File: config.mk
export PLATFORM = sky130hd
export DESIGN_NAME = pc_sequencer
export DESIGN_NICKNAME = d
export VERILOG_FILES = /design/src/rtl/pc_sequencer_pkg.sv /design/src/rtl/pc_sequencer_sat_counter.sv /design/src/rtl/pc_sequencer.sv
export SDC_FILE = /design/constraint.sdc
export NUM_CORES = 1
export LEC_CHECK = 0
export CORE_MARGIN = 1
export CORE_UTILIZATION = 45
export CTS_BUF_LIST = sky130_fd_sc_hd__clkbuf_8
export DETAILED_ROUTE_END_ITERATION = 7
export PLACE_DENSITY = 0.84
export SETUP_SLACK_MARGIN = 0.05
export SYNTH_ARGS = -nofsm -noshare
export SYNTH_HDL_FRONTEND = slang
export SYNTH_SLANG_ARGS = --single-unit
export TNS_END_PERCENT = 50
File: constraint.sdc
create_clock -name clk -period 2.05 [get_ports clk]
set_input_delay 0.3075 -clock clk [delete_from_list [all_inputs] [get_ports clk]]
set_output_delay 0.3075 -clock clk [all_outputs]
set_load 0.02 [all_outputs]
File: src/rtl/pc_sequencer_pkg.sv
// Shared definitions for the fetch-stage PC sequencer: state encoding,
// default address parameters and next-PC mux select codes.
package pc_sequencer_pkg;

  localparam int          ADDR_W_DEF   = 11;
  localparam logic [10:0] RESET_PC_DEF = 11'd0;
  localparam int          CNT_W_DEF    = 16;

  localparam logic MUX_SEL_INC = 1'b0;
  localparam logic MUX_SEL_JMP = 1'b1;

  typedef enum logic [1:0] {
    ST_BOOT = 2'd0,
    ST_RUN  = 2'd1,
    ST_HALT = 2'd2
  } state_t;

endpackage

File: src/rtl/pc_sequencer_sat_counter.sv
// Saturating up-counter used for the debug fetch count; sticks at all-ones.
module pc_sequencer_sat_counter #(
  parameter int W = 16
) (
  input  logic         clk,
  input  logic         reset,
  input  logic         en,
  output logic [W-1:0] count
);

  always_ff @(posedge clk) begin
    if (reset) begin
      count <= '0;
    end else if (en && (count != {W{1'b1}})) begin
      count <= count + {{(W-1){1'b0}}, 1'b1};
    end
  end

endmodule

File: src/rtl/pc_sequencer.sv
// Fetch-stage controller: owns the PC, drives the external next-PC mux select,
// registers the mux result, flags wrong-path fetches and supports halt/resume.
module pc_sequencer
  import pc_sequencer_pkg::*;
#(
  parameter int                ADDR_W   = ADDR_W_DEF,
  parameter logic [ADDR_W-1:0] RESET_PC = ADDR_W'(RESET_PC_DEF),
  parameter int                CNT_W    = CNT_W_DEF
) (
  input  logic              clk,
  input  logic              reset,
  input  logic              stall,
  input  logic              redirect_valid,
  input  logic [ADDR_W-1:0] redirect_target,
  input  logic              halt,
  input  logic              resume,
  input  logic [ADDR_W-1:0] mux_value,
  output logic [ADDR_W-1:0] pc_plus1,
  output logic              mux_sel,
  output logic [ADDR_W-1:0] pc,
  output logic              pc_valid,
  output logic              flush,
  output logic              halted,
  output logic [CNT_W-1:0]  fetch_count
);

  // Handshake: redirect_valid has no ready; it is accepted in every cycle it
  // is high (RUN or HALT), the mux is switched to the target that same cycle
  // and pc takes the target on the next edge. redirect_target only matters
  // through the external mux, so it is not read here.
  state_t            state, state_next;
  logic [ADDR_W-1:0] pc_next;
  logic              count_en;

  assign pc_plus1 = pc + {{(ADDR_W-1){1'b0}}, 1'b1};

  always_ff @(posedge clk) begin
    if (reset) begin
      state <= ST_BOOT;
      pc    <= RESET_PC;
    end else begin
      state <= state_next;
      pc    <= pc_next;
    end
  end

  always_comb begin
    state_next = state;
    pc_next    = pc;
    mux_sel    = MUX_SEL_INC;
    flush      = 1'b0;
    pc_valid   = 1'b0;
    halted     = 1'b0;
    count_en   = 1'b0;
    case (state)
      ST_BOOT: begin
        state_next = ST_RUN;
      end
      ST_RUN: begin
        pc_valid = 1'b1;
        // Priority: redirect > halt > stall > advance.
        if (redirect_valid) begin
          mux_sel = MUX_SEL_JMP;
          flush   = 1'b1;
          pc_next = mux_value;
        end else if (halt) begin
          state_next = ST_HALT;
          count_en   = 1'b1;
        end else if (!stall) begin
          pc_next  = mux_value;
          count_en = 1'b1;
        end
      end
      ST_HALT: begin
        halted = 1'b1;
        if (redirect_valid) begin
          mux_sel = MUX_SEL_JMP;
          flush   = 1'b1;
          pc_next = mux_value;
        end
        // A simultaneous halt keeps us parked.
        if (resume && !halt) begin
          state_next = ST_RUN;
        end
      end
      default: begin
        state_next = ST_BOOT;
        pc_next    = RESET_PC;
      end
    endcase
  end

  pc_sequencer_sat_counter #(
    .W (CNT_W)
  ) u_fetch_cnt (
    .clk   (clk),
    .reset (reset),
    .en    (count_en),
    .count (fetch_count)
  );

endmodule

==> flow_summary.json <==
{
  "cts-root-buf": "clkbuf_8",
  "ctsHoldBuffers": 0,
  "synth_top_area_share_pct": 32.9,
  "grt_pass1_vias": 1493,
  "post-place-ws_ns": 0.0220,
  "power_mw": 1.63,
  "status": "complete, no violations",
  "die_h_um": 64.6,
  "clk_pin_slew_ns": 0.06,
  "cts_htree_levels": 2,
  "timing_worst_setup_path_type": "flip-flop to output port",
  "min-delay-start": "u_fetch_cnt.count[7]$_SDFFE_PP0P_",
  "die_w_um": 64.6,
  "fin_skew_ns": 0.00578,
  "rr_startpoint": "state[1]$_SDFFE_PP0P_",
  "cp-start-kind": "flip-flop",
  "fin_crit_ns": 1.96,
  "drt_wl_total_um": 4440,
  "dr_total_vias": 1824,
  "grt_first_pass_wirelength_um": 7040,
  "power_density_mw_per_mm2": 616,
  "async_flop_share_pct": 0,
  "yosys_warnings": 0,
  "reg2reg_depth": 7,
  "hold_end": "u_fetch_cnt.count[7]$_SDFFE_PP0P_",
  "r2r_end": "u_fetch_cnt.count[3]$_SDFFE_PP0P_",
  "fin_ws_ns": 0.0896,
  "p_leak_nw": 1.05,
  "worstMarginPinSlew_ns": 0.566,
  "cp.arrival_ns": 1.65,
  "cts_buffer_depth": 2,
  "grt_overflow_total": 0,
  "drtPass1Iterations": 4,
  "core_mm2": 0.00372,
  "whs_path_depth": 2,
  "rows": 22,
  "postSynthAreaPerCell_um2": 8.74,
  "hold_class": "flip-flop to flip-flop",
  "slowest_stage": "dfxtp_1",
  "critPathCaptureType": "output port",
  "slew_headroom_pct": 62.3,
  "slowest_delay_ns": 0.34,
  "syn2layout_area_growth_pct": 49.5,
  "ys_types": 44,
  "maxCapViolCount": 0,
  "max_freq_mhz": 510,
  "finalNonFillerCells": 328,
  "place_congestion": 0.828,
  "finalNetCount": 314,
  "syn-num-nets": 237,
  "cts_buffers": 5,
  "grt_use_total_pct": 21.9,
  "viasPerCell": 5.56,
  "initialDrtViolationCount": 78,
  "route.detailed.drc": 0,
  "crit_required_ns": 1.74,
  "start_util_pct": 47.5,
  "synth_edf_count": 0,
  "crit_family": "simple AND/OR/NAND/NOR gates",
  "dpl.hpwl_um": 3200,
  "synth_seq_cells": 29,
  "rrSetupSlack_ns": 0.18,
  "postRouteAntennaNets": 0,
  "yosysTopAreaCell": "dfxtp_1",
  "cts_tree": "done",
  "die_area_mm2": 0.00418,
  "path_cells": "ha_1 > nand2_1 > nor2_2 > nand3_1 > xnor2_1 > clkdlybuf4s15_1",
  "drv_slew": 0,
  "rsz0062_at_grt": "yes",
  "dp.cells": 318,
  "synthCells": 202,
  "period_share_pct": 95.6,
  "worstSkewPairLatency_ns": 0.29,
  "drive_gt1_share_pct": 20.0,
  "antenna_found_initial": 0,
  "ys_seq_area_share_pct": 32.9,
  "vdd_drop_max_mv": 0.452,
  "setup_viol": 0,
  "netlist_area_mm2": 0.00177,
  "diodes": 0,
  "numPortBuffers": 58,
  "ios": 70,
  "cts.sinks": 29,
  "grt_max_degree": 24,
  "yosys_most_used_dff": "dfxtp_1",
  "cp_max_fo": 3,
  "finalHoldViolCount": 0,
  "synth_area_leaders": "dfxtp_1 33%, a21oi_1 6.5%, nand4b_1 5.5%, ha_1 5.0%, o21ai_0 3.7%",
  "crit_buf_inv": 1,
  "wl_per_cell_um": 13.5
}
[synth_stat cells, types with 2 or more instances]
library cell and number:
dfxtp_1 29, a21oi_1 23, nor2_1 13, o21ai_0 13, nand4b_1 11, nand2_1 10, o31ai_1 8, or4_1 8
clkbuf_1 7, ha_1 7, nand3_1 7, xnor2_1 6, inv_1 5, nor2b_1 5, mux2_4 4, nand4_1 4
nand2b_1 3, nor4_1 3, nor4_2 3, xor2_1 3, and3_1 2, buf_2 2, buf_6 2, nand3_2 2
nand4_2 2, nor3_1 2
[power breakdown]
part           switching [mW]  leakage, nW  internal [mW]
clock                   0.217       0.0626          0.391
combinational           0.214        0.756          0.197
sequential             0.0208        0.234          0.587
total                   0.451         1.05           1.17
[state kept, by name, summed over array words and instances (netlist names)]
signal,count
u_fetch_cnt.count,16
pc,11
state,2
[how the worst max path moves through the flow]
stage | startpoint | slack [ns] | depth (start not counted) | end
after CTS | pc[0]$_SDFFE_PP0P_ | 0.06 | 4 | pc_plus1[2]
after global routing | pc[1]$_SDFFE_PP0P_ | -0.01 | 6 | pc_plus1[10]
after global placement | pc[0]$_SDFFE_PP0P_ | 0.03 | 6 | pc_plus1[6]
final | pc[1]$_SDFFE_PP0P_ | 0.09 | 6 | pc_plus1[10]
after floorplan | state[1]$_SDFFE_PP0P_ | 0.15 | 7 | u_fetch_cnt.count[6]$_SDFFE_PP0P_
after detailed placement | halt | 0.02 | 6 | u_fetch_cnt.count[3]$_SDFFE_PP0P_
[layer usage]
metal / routed length, um / vias up / GRT usage [%]
li1: - / 901 / -
met1: 2040 / 876 / 30.0
met2: 2170 / 40 / 33.4
met3: 177 / 7 / 4.23
met4: 57 / 0 / 9.17
met5: 0 / - / 0
[per-stage QoR]
step	TNS, ns	utilization [%]	instance area [um2]	hold WS (ns)
after floorplan	0	-	1770	0.485
after global placement	0	67.8	2520	0.497
after CTS	0	70.7	2630	0.531
after global routing	-0.0110	71.0	2640	0.550
final	0	71.0	2640	0.526
after detailed placement	0	67.8	2520	0.509
[cell type report]
type / count / area [um2]
clock buffers: 6 / 82.6
clock inverters: 2 / 33.8
fillers: 284 / 1080
inverters: 5 / 18.8
multi-input cells: 155 / 1100
flip-flops and latches: 29 / 581
well taps: 48 / 60.1
repair buffers: 83 / 763
[layout by cell type, fill, tap and decap left out, drive strengths merged]
| master | n |
|---|---|
| clkdlybuf4s15 | 1 |
| a21oi | 23 |
| o31ai | 8 |
| dlygate4sd2 | 4 |
| mux2 | 5 |
| dlymetal6s2s | 3 |
| a22oi | 1 |
| inv | 6 |
| or3b | 1 |
| or3 | 1 |
| bufinv | 1 |
| o21ai | 13 |
| nor2b | 5 |
| xnor2 | 6 |
| nor3 | 2 |
| buf | 25 |
| o31a | 1 |
| xor2 | 3 |
| nand4 | 6 |
| and3 | 2 |
| ha | 7 |
| o21ba | 1 |
| nor2 | 13 |
| nor4 | 7 |
| or4 | 8 |
| o21bai | 1 |
| nand2b | 4 |
| dfxtp | 29 |
| and2b | 1 |
| and2 | 1 |
| nand4b | 11 |
| clkbuf | 10 |
| mux2i | 1 |
| o21a | 1 |
| clkdlybuf4s50 | 46 |
| and4 | 2 |
| nand3 | 9 |
| nand2 | 11 |
[cell families after synthesis]
kind of cell | count (synthesis) | synth area share [%]
AND/OR/NAND/NOR | 84 | 32.1
AO/OA/AOI/OAI | 49 | 15.9
flip-flops | 29 | 32.9
buffers and inverters | 18 | 5.03
XOR/XNOR | 9 | 4.47
adder cells (fa/ha/maj) | 7 | 4.96
multiplexers | 6 | 4.61
[what timing repair did]
item                       in CTS  in global routing
setup endpoints to repair       9                 11
gates resized for setup        10                 15
pin swaps                       0                  1
buffers inserted                0                  2
[worst register-to-register path, delay by kind of cell (launching register included)]
| kind | cells | cell delay (ns) |
|---|---|---|
| adders and majority gates | 1 | 0.16 |
| DFF | 1 | 0.35 |
| and+or+nand+nor | 3 | 0.82 |
| buffers and inverters | 2 | 0.29 |
| AOI/OAI and AO/OA | 1 | 0.18 |
Power figures use the tool's default switching activity.
